--- config.mk ---
export PLATFORM = sky130hd
export DESIGN_NAME = ifetch_queue
export DESIGN_NICKNAME = d
export VERILOG_FILES = /design/src/rtl/riscv_pkg.sv /design/src/rtl/sync_fifo.sv /design/src/rtl/ifetch_queue.sv
export SDC_FILE = /design/constraint.sdc
export NUM_CORES = 1
export LEC_CHECK = 0
export BUFFER_PORTS_ARGS = -buffer_cell sky130_fd_sc_hd__buf_4
export CAP_MARGIN = 20
export CORE_MARGIN = 2
export CORE_UTILIZATION = 52
export DETAILED_ROUTE_END_ITERATION = 16
export GPL_ROUTABILITY_DRIVEN = 0
export PLACE_DENSITY = 0.76
export REMOVE_ABC_BUFFERS = 1
export SKIP_CTS_REPAIR_TIMING = 1
export SYNTH_ARGS = -nofsm -noshare
export SYNTH_HDL_FRONTEND = slang
export SYNTH_SLANG_ARGS = --single-unit
--- constraint.sdc ---
create_clock -name clock -period 3.2 [get_ports clock]
set_clock_uncertainty 0.05 [all_clocks]
set_input_delay 0.16 -clock clock [delete_from_list [all_inputs] [get_ports clock]]
set_output_delay 0.16 -clock clock [all_outputs]
set_load 0.02 [all_outputs]
--- src/rtl/riscv_pkg.sv ---
// Shared constants for the instruction fetch front end.
// Holds the instruction width, the sequential pc step, the encoding of the
// fetch queue's derived RUN/DRAIN state and the counter width helper.
package riscv_pkg;

    // Width of one instruction word returned by instruction memory.
    localparam int INST_W = 32;

    // Byte distance between two sequential instruction fetches.
    localparam int PC_STEP = 4;

    // Derived fetch state: RUN accepts every response, DRAIN drops stale ones.
    localparam logic [0:0] FQ_RUN   = 1'b0;
    localparam logic [0:0] FQ_DRAIN = 1'b1;

    // Occupancy counters must hold the value DEPTH itself, hence the extra bit.
    function automatic int cnt_width(input int depth);
        return $clog2(depth) + 1;
    endfunction

endpackage

--- src/rtl/sync_fifo.sv ---
// Small synchronous FIFO used to buffer fetched {instruction, pc} pairs.
// The head entry is presented combinationally; flush empties the queue in
// one cycle and takes priority over push and pop in the same cycle.
module sync_fifo
    import riscv_pkg::*;
#(
    parameter int WIDTH = 64,
    parameter int DEPTH = 4,
    localparam int CNT_W = cnt_width(DEPTH)
) (
    input  logic             clock,
    input  logic             reset,
    input  logic             flush,
    input  logic             push,
    input  logic [WIDTH-1:0] push_data,
    input  logic             pop,
    output logic [WIDTH-1:0] pop_data,
    output logic [CNT_W-1:0] count,
    output logic             empty,
    output logic             full
);

    localparam int PTR_W = $clog2(DEPTH);

    logic [WIDTH-1:0] storage [DEPTH];
    logic [PTR_W-1:0] wr_ptr;
    logic [PTR_W-1:0] rd_ptr;
    logic [CNT_W-1:0] count_q;
    logic             do_push;
    logic             do_pop;

    // Ignore a push into a full queue and a pop from an empty one so the
    // pointers and the count can never disagree.
    assign do_push = push && !full && !flush;
    assign do_pop  = pop && !empty && !flush;

    // Pointers wrap naturally because DEPTH is a power of two.
    always_ff @(posedge clock) begin
        if (reset || flush) begin
            wr_ptr <= '0;
            rd_ptr <= '0;
        end else begin
            if (do_push) begin
                wr_ptr <= wr_ptr + PTR_W'(1);
            end
            if (do_pop) begin
                rd_ptr <= rd_ptr + PTR_W'(1);
            end
        end
    end

    // Occupancy only moves when exactly one of push/pop happens.
    always_ff @(posedge clock) begin
        if (reset || flush) begin
            count_q <= '0;
        end else begin
            case ({do_push, do_pop})
                2'b10:   count_q <= count_q + CNT_W'(1);
                2'b01:   count_q <= count_q - CNT_W'(1);
                default: count_q <= count_q;
            endcase
        end
    end

    // Entry storage needs no reset; validity is tracked by the count alone.
    always_ff @(posedge clock) begin
        if (do_push) begin
            storage[wr_ptr] <= push_data;
        end
    end

    assign pop_data = storage[rd_ptr];
    assign count    = count_q;
    assign empty    = (count_q == '0);
    assign full     = (count_q == CNT_W'(DEPTH));

endmodule

--- src/rtl/ifetch_queue.sv ---
// Instruction fetch queue sitting between the pc/branch logic and decode.
// Issues sequential word fetches over a ready/valid request channel, keeps
// in-order responses in a small FIFO and hands {inst, inst_pc} to decode.
// A redirect restarts fetch at the new target, flushes the FIFO and arranges
// for every response still in flight to be silently dropped.
module ifetch_queue
    import riscv_pkg::*;
#(
    parameter int              XLEN  = 32,
    parameter logic [XLEN-1:0] RESET = '0,
    parameter int              DEPTH = 4
) (
    input  logic              clock,
    input  logic              reset,
    input  logic              redirect,
    input  logic [XLEN-1:0]   redirect_pc,
    output logic              mem_req_valid,
    input  logic              mem_req_ready,
    output logic [XLEN-1:0]   mem_req_addr,
    input  logic              mem_rsp_valid,
    input  logic [INST_W-1:0] mem_rsp_data,
    output logic              inst_valid,
    input  logic              inst_ready,
    output logic [INST_W-1:0] inst,
    output logic [XLEN-1:0]   inst_pc
);

    localparam int CNT_W   = cnt_width(DEPTH);
    localparam int ENTRY_W = INST_W + XLEN;

    logic [XLEN-1:0]    fetch_pc;
    logic [XLEN-1:0]    rsp_pc;
    logic [XLEN-1:0]    redirect_target;
    logic [CNT_W-1:0]   outstanding;
    logic [CNT_W-1:0]   discard;
    logic [CNT_W-1:0]   fifo_count;
    logic               fifo_empty;
    logic               fifo_full;
    logic [ENTRY_W-1:0] fifo_head;
    logic [0:0]         state;
    logic               credit_ok;
    logic               req_fire;
    logic               rsp_push;
    logic               inst_pop;
    logic               unused_redirect_bits;

    // Redirect targets are always word aligned; the low bits are don't-care.
    assign redirect_target      = {redirect_pc[XLEN-1:2], 2'b00};
    assign unused_redirect_bits = ^redirect_pc[1:0];

    // A fetch may only be issued while every in-flight and buffered word is
    // guaranteed a FIFO slot, so a response can never find the FIFO full.
    assign credit_ok = ({1'b0, outstanding} + {1'b0, fifo_count}) < (CNT_W + 1)'(DEPTH);

    assign mem_req_valid = !reset && !redirect && credit_ok;
    assign mem_req_addr  = fetch_pc;
    assign req_fire      = mem_req_valid && mem_req_ready;

    // DRAIN simply means some responses in flight belong to an old path.
    assign state = (discard != '0) ? FQ_DRAIN : FQ_RUN;

    // Responses on a redirect cycle or while draining never reach the FIFO.
    assign rsp_push = mem_rsp_valid && !redirect && (state == FQ_RUN);

    // Decode cannot consume anything on a redirect cycle; the FIFO is flushed.
    assign inst_pop = inst_valid && inst_ready && !redirect;

    // Next address to request: restart on redirect, step on each handshake.
    always_ff @(posedge clock) begin
        if (reset) begin
            fetch_pc <= RESET;
        end else if (redirect) begin
            fetch_pc <= redirect_target;
        end else if (req_fire) begin
            fetch_pc <= fetch_pc + XLEN'(PC_STEP);
        end
    end

    // Address of the next accepted response; it tracks fetch_pc one
    // response behind, so the pc is never carried through memory.
    always_ff @(posedge clock) begin
        if (reset) begin
            rsp_pc <= RESET;
        end else if (redirect) begin
            rsp_pc <= redirect_target;
        end else if (rsp_push) begin
            rsp_pc <= rsp_pc + XLEN'(PC_STEP);
        end
    end

    // Requests accepted by memory but not yet answered.
    always_ff @(posedge clock) begin
        if (reset) begin
            outstanding <= '0;
        end else begin
            case ({req_fire, mem_rsp_valid})
                2'b10:   outstanding <= outstanding + CNT_W'(1);
                2'b01:   outstanding <= outstanding - CNT_W'(1);
                default: outstanding <= outstanding;
            endcase
        end
    end

    // Number of in-flight responses that belong to a superseded path.  A
    // redirect replaces it with whatever will still be outstanding after
    // this cycle, which also makes back-to-back redirects recompute it.
    always_ff @(posedge clock) begin
        if (reset) begin
            discard <= '0;
        end else if (redirect) begin
            discard <= outstanding - CNT_W'(mem_rsp_valid);
        end else if (mem_rsp_valid && (state == FQ_DRAIN)) begin
            discard <= discard - CNT_W'(1);
        end
    end

    sync_fifo #(
        .WIDTH (ENTRY_W),
        .DEPTH (DEPTH)
    ) u_fifo (
        .clock     (clock),
        .reset     (reset),
        .flush     (redirect),
        .push      (rsp_push),
        .push_data ({mem_rsp_data, rsp_pc}),
        .pop       (inst_pop),
        .pop_data  (fifo_head),
        .count     (fifo_count),
        .empty     (fifo_empty),
        .full      (fifo_full)
    );

    assign inst_valid = !fifo_empty;
    assign inst       = fifo_head[ENTRY_W-1:XLEN];
    assign inst_pc    = fifo_head[XLEN-1:0];

    // Memory only answers requests it has accepted.
    assert property (@(posedge clock) disable iff (reset)
        mem_rsp_valid |-> (outstanding != '0));

    // The credit rule keeps a slot free for every response that gets pushed.
    assert property (@(posedge clock) disable iff (reset)
        rsp_push |-> !fifo_full);

endmodule

Word-level counts from Yosys, hierarchy flattened
Memories as Yosys holds them, arrays and structs flattened. A register that Yosys moved wholly into a read port is not among the register bits. Cells that the tools add are included.

Output and inout bits: 98. Memory bits (read-only): 0. Bits in writable memories: 256. Input port bits: 70. Bits in latches: 0. Memories kept: 1. Word-level logic and storage cells: 66. Register bits: 77.

Memories: u_fifo.storage (words 4, bits a word 64, rd ports 1, clocked after memory_dff 1, write ports 1, RTL line sync_fifo.sv:25) `logic [WIDTH-1:0] storage [DEPTH];`.

Reductions and logical operators: 25. Eq/ne operators: 5. Add/sub/neg operators: 11. Div/mod/pow operators: 0. Multiplexer cells: 13. Shift-type cells: 0. $lt $le $gt $ge: 1. Bitwise gates (word level): 1. Multipliers: 0.

Operators with widths (count): $mux W32 (4); $add A32 B3 Y32 const B (2); $logic_and A1 B1 Y1 (12); $pmux W3 S2 (2); $reduce_bool A2 Y1 (5); $sub A3 B1 Y3 const B (3); $add A3 B1 Y3 const B (2); $mux W3 (2); $add A2 B1 Y2 const B (2); $add A3 B3 Y4 (1); $eq A2 B1 Y1 const B (2); $eq A2 B2 Y1 const B (2); $logic_not A1 Y1 (4); $lt A4 B3 Y1 const B (1); $mux W2 (2); $eq A3 B3 Y1 const B (1); $logic_not A3 Y1 (1); $mux W1 (3); $reduce_bool A3 Y1 (1); $sub A3 B1 Y3 (1); $reduce_or A2 Y1 (1); $logic_or A1 B1 Y1 (1); $not A1 Y1 (1).

Depth between registers and ports, before layout
Depth in word-level cells: 8. Mapped depth: 13.

Cells and area by module
A second synthesis with hierarchy kept.

Cells, all modules: 872. Area, all modules: 13618.1 um^2.

Modules (own cells, without submodules): sync_fifo (area an instance 9764.4 um^2, times used 1, cells each 391); ifetch_queue (area an instance 3853.7 um^2, times used 1, cells each 481).

Worst setup path after synthesis
No wires, ideal clock.

Path type: reg2reg. From: reg discard[0]. To: mem u_fifo.storage[1][10], enable pin. Required time: 2.724 ns. Slack: -0.118 ns. Stages on the path, launching flop included: 6. Arrival: 2.841 ns. Setup time: 0.426 ns. Cells stage by stage: dfxtp_1 > inv_1 > ha_1 > nand3b_4 > a311oi_1 > and2_1.

Cells in the longest elaborated chain, start to end: 8.

Ends and longest elaborated chain: start, declared (RTL line ifetch_queue.sv:35) `logic [CNT_W-1:0] discard;`; start signal, assigned (RTL line ifetch_queue.sv:111) `discard <= outstanding - CNT_W'(mem_rsp_valid);`; start signal, assigned (RTL line ifetch_queue.sv:113) `discard <= discard - CNT_W'(1);`; $reduce_bool A3 Y1 (RTL line ifetch_queue.sv:60) `assign state = (discard != '0) ? FQ_DRAIN : FQ_RUN;`; $mux W1 (RTL line ifetch_queue.sv:60); $not A1 Y1 (RTL line ifetch_queue.sv:63) `assign rsp_push = mem_rsp_valid && !redirect && (state == FQ_RUN);`; $logic_and A1 B1 Y1 (RTL line ifetch_queue.sv:63); $logic_and A1 B1 Y1 (2 in series) (RTL line sync_fifo.sv:34) `assign do_push = push && !full && !flush;`; $mux W1 (RTL line sync_fifo.sv:67) `if (do_push) begin`; $mux W1 (not written as such) (RTL line sync_fifo.sv:68) `storage[wr_ptr] <= push_data;`; end, declared (RTL line sync_fifo.sv:25).

Every way passes these cells.

Final worst setup path
From: reg discard[0]. To: reg rsp_pc[19].

Cells in the longest elaborated chain, start to end: 5.

Ends and longest elaborated chain: $reduce_bool A3 Y1 (RTL line ifetch_queue.sv:60); $mux W1 (RTL line ifetch_queue.sv:60); $not A1 Y1 (RTL line ifetch_queue.sv:63); $logic_and A1 B1 Y1 (RTL line ifetch_queue.sv:63); $reduce_bool A2 Y1 (no line); end signal, assigned (RTL line ifetch_queue.sv:85) `rsp_pc <= redirect_target;`; end signal, assigned (RTL line ifetch_queue.sv:87) `rsp_pc <= rsp_pc + XLEN'(PC_STEP);`; end, declared (RTL line ifetch_queue.sv:32) `logic [XLEN-1:0] rsp_pc;`.

Every way passes these cells. A chain may end at the register's enable or synchronous reset.

==> run_results.csv <==
group,metric,value,unit
critical_path,path_class,"reg2reg",
synth,synth.avg_cell_area,15.2,um2
synth,yosysWarnings,0,
clock_tree,clockRootBuffer,"clkbuf_16",
detailed_routing,wl_met3,2320,um
synth,synth_ff_type,"edfxtp_1",
floorplanning,die_h,165,um
critical_path,r2r_start,"discard[0]$_SDFFE_PP0P_",
hold_path,hold-path-cell-count,3,
clock_tree,clk_path_buf_depth,3,
sta,rsz0062_at_grt,"false",
power,vdd_drop_max,323,uV
floorplanning,ios,168,
detailed_routing,drt-total-wl,30400,um
clock_tree,cts_tree,"built",
sta,min_period,2.64,ns
critical_path,timing.rr.end,"rsp_pc[19]$_SDFFE_PP0P_",
final_layout,area_delta_synth_final,24.6,%
power,p_leak,5.70,nW
detailed_routing,wl_met2,14600,um
detailed_routing,highest_layer,"met4",
critical_path,endpoint_kind,"register",
clock_tree,clk_latency,0.51,ns
detailed_routing,wl_per_cell,20.9,um
floorplanning,placementRows,58,
final_layout,nets,1184,
sta,holdWs,-0.0186,ns
synth,ys_types,62,
final_layout,final_util,66.2,%
synth,synth_area,13400,um2
detailed_routing,drtAntennaViolNets,0,
grt,grt_pass1_vias,8402,
place,dp_hpwl,19800,um
synth,yosysSeqAreaShare,66.7,%
hold_path,hold_path_end,"rsp_pc[24]$_SDFFE_PP0P_",
floorplanning,dieArea,27100,um2
detailed_routing,vias_per_cell,5.97,
detailed_routing,initialDrtViolationCount,822,
power,powerDensity,567,nW/um2
final_layout,layout_commonest_cell,"edfxtp_1",
sta,drv_slew,0,
sta,timing.final.crit_share,82.5,%
grt,grt_use_total,22.6,%
detailed_routing,wl_met1,12900,um
hold_path,hold_path_startpoint,"redirect_pc[24]",
synth,synth_edf_count,248,
clock_tree,clock-sinks,323,
critical_path,arrival,3.00,ns
place,io_buffers,161,
sta,fin_setup_tns,0,ns
synth,ys_ff_latch,323,
job,max_cap_viol_count,0,
critical_path,crit_path_start,"discard[0]$_SDFFE_PP0P_",
critical_path,required,3.56,ns
final_layout,final_cell_mix,"248 x edfxtp_1, 175 x buf_4, 73 x dfxtp_1, 62 x mux4_2, 49 x dlygate4sd3_1",
floorplanning,core-area,25300,um2
synth,post_synth_inst_count,882,
sta,fmax,379,MHz
run_status,violations,"negative hold slack",
run_status,outcome,"finished, violations left",
detailed_routing,drcViolationCount,0,
sta,hold_viol_final,4,
clock_tree,htreeDepth,2,
detailed_routing,num_vias,8684,
sta,slew_headroom,46.3,%
synth,ys_async_sr_fraction,0,%
critical_path,r2r_cells,6,
critical_path,rrSetupSlack,0.56,ns
grt,grt_pass1_wl,46900,um
grt,antenna_found_initial,1,
critical_path,cp-start-kind,"register",
sta,setup_viol,0,
grt,overflow,0,
grt,grt_max_degree,73,
critical_path,crit_path_max_fanout,17,
final_layout,diodes,0,
clock_tree,cts-buffers-inserted,35,
sta,worst_pin_slew,0.798,ns
floorplanning,die_w,165,um
hold_path,hp-class,"in2reg",
detailed_routing,first_pass_iters,5,
floorplanning,start_util,53.1,%
clock_tree,clkSlewWorstSetupHoldPaths,0.06,ns
final_layout,drive_gt1_share,27.4,%
how the worst max path moves through the flow:
stage	to	slack (ns)
after floorplan	inst[0]	-0.38
after global placement	outstanding[2]$_SDFFE_PP0P_	0.64
after detailed placement	rsp_pc[19]$_SDFFE_PP0P_	0.57
after CTS	rsp_pc[19]$_SDFFE_PP0P_	0.56
after global routing	outstanding[2]$_SDFFE_PP0P_	0.41
final	rsp_pc[19]$_SDFFE_PP0P_	0.56
layout make-up:
cell class / instances / area [um2]
sequential: 323 / 8950
fill: 1777 / 8540
clock inverter: 13 / 156
multi-input combinational: 485 / 4160
clock buffer: 51 / 987
inverter: 21 / 78.8
tap: 330 / 413
timing repair buffer: 232 / 1960
logic make-up after synthesis:
family | synth area share (%)
flops | 66.7
simple gates | 10.3
compound gates | 7.16
buf+inv | 2.42
mux | 10.6
xor+xnor | 1.18
fa+ha+maj | 1.60
other cells | 0.0280
cell usage after synthesis, drive strengths merged, types with 13 or more instances:
cell type / instances / share of area, %
and3: 13 / 0.61
nand3: 32 / 1.2
edfxtp: 248 / 56
inv: 20 / 0.56
or4: 17 / 0.95
nor2: 40 / 1.1
a31oi: 21 / 0.98
clkbuf: 35 / 0.98
or3: 22 / 1.0
nand4: 18 / 0.84
mux4: 62 / 10
buf: 21 / 0.85
dfxtp: 75 / 11
ha: 14 / 1.3
o21ai: 21 / 0.78
nand2: 47 / 1.3
nor4: 13 / 0.61
a21oi: 15 / 0.56
per-layer routing:
layer	vias to the layer above	GRT usage (%)
met2	357	36.3
met1	4303	31.6
met3	45	4.47
li1	3979	-
met5	-	0
met4	0	6.52
where the power goes:
| group | switching [W] | total (W) | internal, W |
|---|---|---|---|
| Clock | 0.00157 | 0.00397 | 0.00240 |
| Sequential | 0.000120 | 0.00476 | 0.00464 |
| Combinational | 0.000402 | 0.000746 | 0.000344 |
through the flow:
| step | setup slack [ns] | instances | instance area (um2) | power (W) |
|---|---|---|---|---|
| after floorplan | -0.383 | 829 | 13200 | 0.00519 |
| after global placement | 0.643 | 1342 | 15100 | 0.00552 |
| after detailed placement | 0.569 | 1342 | 15100 | 0.00554 |
| after CTS | 0.559 | 1406 | 16200 | 0.00949 |
| after global routing | 0.407 | 1455 | 16700 | 0.00979 |
| final | 0.559 | 1455 | 16700 | 0.00948 |
worst max-delay path: stages, from the launching register on:
cell and delay (ns):
dfxtp_1 0.29, inv_1 0.10, ha_1 0.25, nand3b_4 0.14, or4_1 0.84, or4_1 0.60
a311oi_1 0.27
state kept, by name, indices dropped and copies added, names as in the netlist, named ones only:
register	flops
mem_req_addr	30
u_fifo.wr_ptr	2
u_fifo.rd_ptr	2
outstanding	3
rsp_pc	30
discard	3
u_fifo.storage	248
u_fifo.count	3
Power figures use the tool's default switching activity.
